--- config.mk ---
export PLATFORM = sky130hd
export DESIGN_NAME = sysctl_icapseq
export DESIGN_NICKNAME = d
export VERILOG_FILES = /design/src/rtl/sysctl_icapseq_pkg.sv /design/src/rtl/sysctl_icapseq_rom.sv /design/src/rtl/sysctl_icapseq.sv
export SDC_FILE = /design/constraint.sdc
export NUM_CORES = 1
export LEC_CHECK = 0
export ABC_AREA = 0
export ABC_CLOCK_PERIOD_IN_PS = 3200
export BUFFER_PORTS_ARGS = -buffer_cell sky130_fd_sc_hd__buf_2
export CORE_AREA = 2 2 100 102
export CTS_BUF_LIST = sky130_fd_sc_hd__clkbuf_4 sky130_fd_sc_hd__clkbuf_8
export DETAILED_ROUTE_END_ITERATION = 10
export DIE_AREA = 0 0 102 104
export PLACE_DENSITY_LB_ADDON = 0.2
export SLEW_MARGIN = 20
export SYNTH_ARGS = -nofsm -noshare
export SYNTH_HDL_FRONTEND = slang
export SYNTH_SLANG_ARGS = --single-unit
--- constraint.sdc ---
create_clock -name sys_clk -period 3.2 [get_ports sys_clk]
set_clock_uncertainty 0.1 [all_clocks]
set_input_delay 0.16 -clock sys_clk [delete_from_list [all_inputs] [get_ports sys_clk]]
set_output_delay 0.16 -clock sys_clk [all_outputs]
set_load 0.1 [all_outputs]
--- src/rtl/sysctl_icapseq_pkg.sv ---
// Shared types and constants for the sysctl ICAP IPROG sequencer.
package sysctl_icapseq_pkg;

  typedef enum logic [2:0] {
    ST_IDLE,
    ST_ISSUE,
    ST_HOLD,
    ST_WAIT,
    ST_DONE,
    ST_ERROR
  } state_t;

  localparam logic [3:0] NWORDS      = 4'd10;
  localparam logic [3:0] RELEASE_IDX = 4'd10;

  localparam logic [15:0] SYNC_DUMMY = 16'hFFFF;
  localparam logic [15:0] SYNC0      = 16'hAA99;
  localparam logic [15:0] SYNC1      = 16'h5566;
  localparam logic [15:0] WR_GEN1    = 16'h3261;
  localparam logic [15:0] WR_GEN2    = 16'h3281;
  localparam logic [7:0]  IPROG_OPC  = 8'h03;
  localparam logic [15:0] WR_CMD     = 16'h30A1;
  localparam logic [15:0] CMD_IPROG  = 16'h000E;
  localparam logic [15:0] NOOP       = 16'h2000;

  localparam logic [1:0] REG_CTRL     = 2'd0;
  localparam logic [1:0] REG_BOOTADDR = 2'd1;
  localparam logic [1:0] REG_WORDIDX  = 2'd2;

endpackage

--- src/rtl/sysctl_icapseq_rom.sv ---
// Combinational IPROG word table: index + boot address -> {ce, write, d}.
// Any index past the last command word yields the release word (port deselected).
module sysctl_icapseq_rom
  import sysctl_icapseq_pkg::*;
(
  input  logic [3:0]  i_idx,
  input  logic [23:0] i_bootaddr,
  output logic        o_ce,
  output logic        o_write,
  output logic [15:0] o_d
);

  always_comb begin
    o_ce    = 1'b0;
    o_write = 1'b0;
    o_d     = 16'h0000;
    case (i_idx)
      4'd0: o_d = SYNC_DUMMY;
      4'd1: o_d = SYNC0;
      4'd2: o_d = SYNC1;
      4'd3: o_d = WR_GEN1;
      4'd4: o_d = i_bootaddr[15:0];
      4'd5: o_d = WR_GEN2;
      4'd6: o_d = {IPROG_OPC, i_bootaddr[23:16]};
      4'd7: o_d = WR_CMD;
      4'd8: o_d = CMD_IPROG;
      4'd9: o_d = NOOP;
      default: begin
        o_ce    = 1'b1;
        o_write = 1'b1;
        o_d     = 16'h0000;
      end
    endcase
  end

endmodule

--- src/rtl/sysctl_icapseq.sv ---
// ICAP IPROG sequencer with CSR control; streams 10 command words plus a release word.
// Optional ready watchdog under SYSCTL_ICAPSEQ_WATCHDOG_EN.
module sysctl_icapseq
  import sysctl_icapseq_pkg::*;
#(
  parameter logic [3:0]  csr_addr = 4'h0,
  parameter logic [15:0] timeout  = 16'd1024
) (
  input  logic        sys_clk,
  input  logic        sys_rst,
  input  logic [13:0] csr_a,
  input  logic        csr_we,
  input  logic [31:0] csr_di,
  output logic [31:0] csr_do,
  input  logic        icap_ready,
  output logic        icap_we,
  output logic [15:0] icap_d,
  output logic        icap_ce,
  output logic        icap_write,
  output logic        irq
);

  state_t      r_state, w_state_nxt;
  logic [3:0]  r_idx, w_idx_nxt;
  logic        r_busy, w_busy_nxt;
  logic        r_done, w_done_nxt;
  logic        r_err, w_err_nxt;
  logic        r_aborted, w_aborted_nxt;
  logic        r_irq, w_irq_nxt;
  logic        r_we, w_we_nxt;
  logic [15:0] r_d, w_d_nxt;
  logic        r_ce, w_ce_nxt;
  logic        r_write, w_write_nxt;
  logic [23:0] r_bootaddr;
  logic [31:0] r_csr_do;

  logic        w_sel, w_ctrl_wr, w_start, w_abort, w_aborted_any, w_wd_expire;
  logic        w_rom_ce, w_rom_write;
  logic [15:0] w_rom_d;
  logic        w_unused_bits;

  assign w_sel     = (csr_a[13:10] == csr_addr);
  assign w_ctrl_wr = w_sel & csr_we & (csr_a[1:0] == REG_CTRL);
  // Abort takes priority over a simultaneous start.
  assign w_start   = w_ctrl_wr & csr_di[0] & ~csr_di[1] & (r_state == ST_IDLE);
  assign w_abort   = w_ctrl_wr & csr_di[1] & r_busy;
  assign w_aborted_any = r_aborted | w_abort;
  assign w_unused_bits = ^{csr_a[9:2], csr_di[31:24]};

  sysctl_icapseq_rom u_rom (
    .i_idx      (r_idx),
    .i_bootaddr (r_bootaddr),
    .o_ce       (w_rom_ce),
    .o_write    (w_rom_write),
    .o_d        (w_rom_d)
  );

`ifdef SYSCTL_ICAPSEQ_WATCHDOG_EN
  logic [15:0] r_wd;

  always_ff @(posedge sys_clk or posedge sys_rst) begin
    if (sys_rst) begin
      r_wd <= '0;
    end else if (w_state_nxt != r_state) begin
      r_wd <= '0;
    end else if ((r_state == ST_ISSUE || r_state == ST_WAIT) && !icap_ready) begin
      r_wd <= r_wd + 16'd1;
    end
  end

  assign w_wd_expire = (r_state == ST_ISSUE || r_state == ST_WAIT) && !icap_ready &&
                       (r_wd == timeout - 16'd1);
`else
  logic w_unused_timeout;
  assign w_unused_timeout = ^timeout;
  assign w_wd_expire      = 1'b0;
`endif

  always_ff @(posedge sys_clk or posedge sys_rst) begin
    if (sys_rst) begin
      r_state   <= ST_IDLE;
      r_idx     <= '0;
      r_busy    <= 1'b0;
      r_done    <= 1'b0;
      r_err     <= 1'b0;
      r_aborted <= 1'b0;
      r_irq     <= 1'b0;
      r_we      <= 1'b0;
      r_d       <= '0;
      r_ce      <= 1'b1;
      r_write   <= 1'b1;
    end else begin
      r_state   <= w_state_nxt;
      r_idx     <= w_idx_nxt;
      r_busy    <= w_busy_nxt;
      r_done    <= w_done_nxt;
      r_err     <= w_err_nxt;
      r_aborted <= w_aborted_nxt;
      r_irq     <= w_irq_nxt;
      r_we      <= w_we_nxt;
      r_d       <= w_d_nxt;
      r_ce      <= w_ce_nxt;
      r_write   <= w_write_nxt;
    end
  end

  always_comb begin
    w_state_nxt = r_state;
    case (r_state)
      ST_IDLE:  if (w_start) w_state_nxt = ST_ISSUE;
      ST_ISSUE: begin
        if (w_abort)          w_state_nxt = ST_ISSUE;
        else if (icap_ready)  w_state_nxt = ST_HOLD;
        else if (w_wd_expire) w_state_nxt = ST_ERROR;
      end
      // ready is not trusted the cycle after we, so HOLD never samples it.
      ST_HOLD:  w_state_nxt = ST_WAIT;
      ST_WAIT: begin
        if (icap_ready) begin
          if (r_idx == RELEASE_IDX) w_state_nxt = w_aborted_any ? ST_ERROR : ST_DONE;
          else                      w_state_nxt = ST_ISSUE;
        end else if (w_abort) begin
          w_state_nxt = (r_idx == RELEASE_IDX) ? ST_WAIT : ST_ISSUE;
        end else if (w_wd_expire) begin
          w_state_nxt = ST_ERROR;
        end
      end
      default:  w_state_nxt = ST_IDLE;
    endcase
  end

  always_comb begin
    w_idx_nxt     = r_idx;
    w_aborted_nxt = w_aborted_any;
    w_busy_nxt    = r_busy;
    w_done_nxt    = r_done;
    w_err_nxt     = r_err;
    w_irq_nxt     = 1'b0;
    w_we_nxt      = 1'b0;
    w_d_nxt       = r_d;
    w_ce_nxt      = r_ce;
    w_write_nxt   = r_write;
    case (r_state)
      ST_IDLE: begin
        if (w_start) begin
          w_idx_nxt     = '0;
          w_aborted_nxt = 1'b0;
          w_busy_nxt    = 1'b1;
          w_done_nxt    = 1'b0;
          w_err_nxt     = 1'b0;
        end
      end
      ST_ISSUE: begin
        if (w_abort) begin
          w_idx_nxt = RELEASE_IDX;
        end else if (icap_ready) begin
          w_we_nxt    = 1'b1;
          w_d_nxt     = w_rom_d;
          w_ce_nxt    = w_rom_ce;
          w_write_nxt = w_rom_write;
        end
      end
      ST_WAIT: begin
        if (icap_ready) begin
          if (r_idx != RELEASE_IDX)
            w_idx_nxt = (w_aborted_any || r_idx >= NWORDS) ? RELEASE_IDX : r_idx + 4'd1;
        end else if (w_abort) begin
          w_idx_nxt = RELEASE_IDX;
        end
      end
      default: ;
    endcase
    if (w_state_nxt == ST_DONE) begin
      w_done_nxt = 1'b1;
      w_busy_nxt = 1'b0;
      w_irq_nxt  = 1'b1;
    end
    if (w_state_nxt == ST_ERROR) begin
      w_err_nxt  = 1'b1;
      w_busy_nxt = 1'b0;
      w_irq_nxt  = 1'b1;
    end
    if (w_state_nxt == ST_IDLE) begin
      w_d_nxt     = 16'h0000;
      w_ce_nxt    = 1'b1;
      w_write_nxt = 1'b1;
    end
  end

  always_ff @(posedge sys_clk or posedge sys_rst) begin
    if (sys_rst) begin
      r_bootaddr <= '0;
      r_csr_do   <= '0;
    end else begin
      if (w_sel && csr_we && csr_a[1:0] == REG_BOOTADDR && !r_busy)
        r_bootaddr <= csr_di[23:0];
      if (!w_sel) begin
        r_csr_do <= '0;
      end else begin
        case (csr_a[1:0])
          REG_CTRL:     r_csr_do <= {29'b0, r_err, r_done, r_busy};
          REG_BOOTADDR: r_csr_do <= {8'b0, r_bootaddr};
          REG_WORDIDX:  r_csr_do <= {28'b0, r_idx};
          default:      r_csr_do <= '0;
        endcase
      end
    end
  end

  assign csr_do     = r_csr_do;
  assign icap_we    = r_we;
  assign icap_d     = r_d;
  assign icap_ce    = r_ce;
  assign icap_write = r_write;
  assign irq        = r_irq;

endmodule

==> flow_summary.yaml <==
status:
  status: "finished, final reports clean"
detailed_routing:
  wl_um: 8680
  num_vias: 2794
  initialDrtViolationCount: 108
  vias_per_cell: 4.95
  ant_nets: 0
  route.detailed.drc: 0
  post_drt_wl_per_cell_um: 15.4
  firstDrtPassIters: 4
clock_network:
  cts.reportedPaths.clkPinSlew_ns: 0.08
  cts_buffers: 9
  cts.repair_timing.setup_buffer_count: 0
  cts_tree: "yes"
  holdBufCountCts: 25
  root_buffer: "clkbuf_8"
  insertion_delay_ns: 0.35
  ctsResizeCount: 0
  clock_path_buffers: 2
  htree_levels: 3
  clkSinkCount: 78
sta:
  fin_setup_tns_ns: 0
  min_period_ns: 2.35
  grt_setup_unrepaired: "false"
  setup_viol: 0
  final_max_slew_viol_count: 0
  worst_pin_slew_ns: 0.842
  relSlewSlack_pct: 43.8
  timing.final.hold_violations: 0
  min_period_over_period_pct: 73.5
  timing.fmax_ghz: 0.425
critical_path:
  r2r_slack_ns: 0.85
  cp.required_ns: 3.36
  worst-path-buf-inv: 0
  crit_path_end_kind: "register"
  r2r-end: "r_idx[1]$_DFFE_PP0P_"
  worstSetupPathDepth: 4
  worstSetupStartpoint: "r_state[1]$_DFF_PP0_"
  cp-start-kind: "register"
  worst_path_max_delay_cell: "o41ai_1"
  slowest_delay_ns: 0.77
  path_delay_family: "compound AO/OA/AOI/OAI gates"
  r2r-start: "r_state[1]$_DFF_PP0_"
  cp_max_fo: 8
  crit_path_end: "r_idx[1]$_DFFE_PP0P_"
  cp_data_arrival_time_ns: 2.51
  crit_type: "reg -> reg"
  r2r_cells: 4
  crit_chain: "or3b_2 -> o41ai_1 -> o211ai_1 -> a32oi_1"
die:
  dieHeight_um: 104
  placementRows: 36
  num_io_pins: 102
  dieArea_um2: 10600
  core_area_um2: 9550
  die_w_um: 102
  start_util_pct: 38.7
grt:
  first_global_vias: 2736
  antenna_found_initial: 0
  grt_usage_pct: 17.0
  gr-total-overflow: 0
  grt_max_degree: 41
  grt_pass1_wl_um: 14000
yosys:
  yosysWarnings: 0
  synth_cells: 337
  synth_edf_count: 0
  synth_area_leaders: "dfrtp_1 52%, mux2_2 7.9%, and2_1 3.4%"
  synth.distinct_cells: 58
  synth_flop_cell: "dfrtp_1"
  ys_seq_area_share_pct: 52.9
  synth_seq_cells: 78
  yosys.area.top_type: "dfrtp_1"
  syn_area_per_cell_um2: 11.0
  synth_top_area_share_pct: 52.2
  synthArstFlopShare_pct: 100
  synth_area_um2: 3690
power_and_ir_drop:
  vdd_drop_max_uv: 270
  p_leak_nw: 2.30
  p_per_area_nw_per_um2: 745
worst_hold_path:
  hold_path_class: "in -> reg"
final_layout:
  utilization_pct: 48.5
  nets: 481
  drive_gt1_share_pct: 31.3
  diodes: 0
  num-fill-cells: 895
  final_area_um2: 4630
  area_delta_synth_final_pct: 25.5
place:
  dp_hpwl_um: 6030
  place_congestion: 0.758
  numPortBuffers: 77
  place_area_um2: 4140
flow_run:
  max_cap_viol_count: 0
-- placed cells by master (no fill, tap or decap), types with 3 or more instances in the layout --
master	count
a211o_1	3
a211oi_1	4
a21oi_1	20
a22oi_1	13
and2_1	20
buf_2	77
buf_4	5
bufinv_16	3
clkbuf_8	9
conb_1	8
dfrtp_1	77
dlygate4sd3_1	25
ha_1	4
inv_1	9
mux2_2	26
mux2i_1	6
nand2_1	17
nand2b_1	4
nand3b_1	3
nor2_1	20
nor2b_1	4
nor3_1	6
o211ai_1	5
o21a_1	6
o21ai_0	9
-- tightest hold or removal path: stages --
cell and delay, ns:
buf_2 0.15, nand3b_1 0.09, a21oi_1 0.06
-- synthesized netlist by cell type (all sizes together) (2+ instances only) --
cell type	instances
dfrtp	77
mux2	26
a21oi	20
and2	20
buf	20
nor2	20
nand2	17
clkbuf	16
a22oi	13
inv	11
o21ai	9
nor3	7
mux2i	6
o21a	6
o211ai	5
a211oi	4
ha	4
nand2b	4
nand3b	4
nor2b	4
a211o	3
a21o	2
a221oi	2
a32oi	2
and3	2
nand3	2
nand4b	2
nor4	2
o21bai	2
o41ai	2
or2	2
or3b	2
-- cell type report --
class / instances / area (um^2) / area share, %
tap: 133 / 166 / 3.59
sequential: 78 / 1950 / 42.2
clock inverter: 5 / 106 / 2.30
clock buffer: 11 / 139 / 3.00
timing repair buffer: 108 / 693 / 15.0
inverter: 11 / 41.3 / 0.892
multi-input combinational: 219 / 1530 / 33.1
-- stage by stage --
stage	std cells	hold WS (ns)	total power [mW]	setup slack [ns]
floorplan	344	0.210	2.31	0.947
global placement	524	0.274	2.53	0.555
detailed placement	524	0.278	2.54	0.536
CTS	565	0.0370	3.48	0.849
global route	565	0.0709	3.65	0.664
finish	565	0.0542	3.45	0.847
-- logic make-up (layout without fill, tap and decap cells) --
kind of cell             count (synthesis)  count (layout)  synth area share (%)
buffers and inverters                   47             135                  6.30
AO/OA/AOI/OAI                           82              82                  15.8
adder cells (fa/ha/maj)                  4               4                  1.36
multiplexers                            32              32                  9.56
AND/OR/NAND/NOR                         93              93                  14.0
flip-flops                              78              78                  52.9
other                                    1               8                 0.102
-- where the power goes --
part,internal [mW],switching [mW]
Clock,0.539,0.362
Combinational,0.394,0.902
Sequential,1.10,0.151
Total,2.03,1.41
-- worst min path at each step --
stage                           from                          to  slack (ns)  depth (start not counted)
after floorplan           csr_di[19]  r_bootaddr[19]$_DFFE_PP0P_        0.21                          1
after global placement       sys_rst        csr_do[21]$_DFF_PP0_        0.27                          2
after detailed placement     sys_rst        csr_do[23]$_DFF_PP0_        0.28                          2
after CTS                   csr_a[0]         csr_do[3]$_DFF_PP0_        0.04                          3
after global routing        csr_a[0]         csr_do[3]$_DFF_PP0_        0.07                          3
final                       csr_a[0]         csr_do[3]$_DFF_PP0_        0.05                          3
-- sequential cells by signal, summed over array words and instances (netlist names) --
signal / cells
r_bootaddr: 24
icap_write: 1
icap_we: 1
r_state: 3
r_busy: 1
r_aborted: 1
csr_do: 24
irq: 1
r_err: 1
r_idx: 4
r_done: 1
icap_d: 16
-- routing by layer --
| metal | routed length, um | up-vias | part of all wire [%] | track usage, % |
|---|---|---|---|---|
| met3 | 348 | 14 | 4.0 | 2.89 |
| met1 | 3850 | 1349 | 44 | 22.3 |
| li1 | - | 1357 | - | - |
| met5 | 0 | - | 0 | 0 |
| met4 | 155 | 0 | 1.8 | 6.57 |
| met2 | 4330 | 74 | 50 | 28.0 |
No activity file was read; power rests on OpenSTA's default activity.
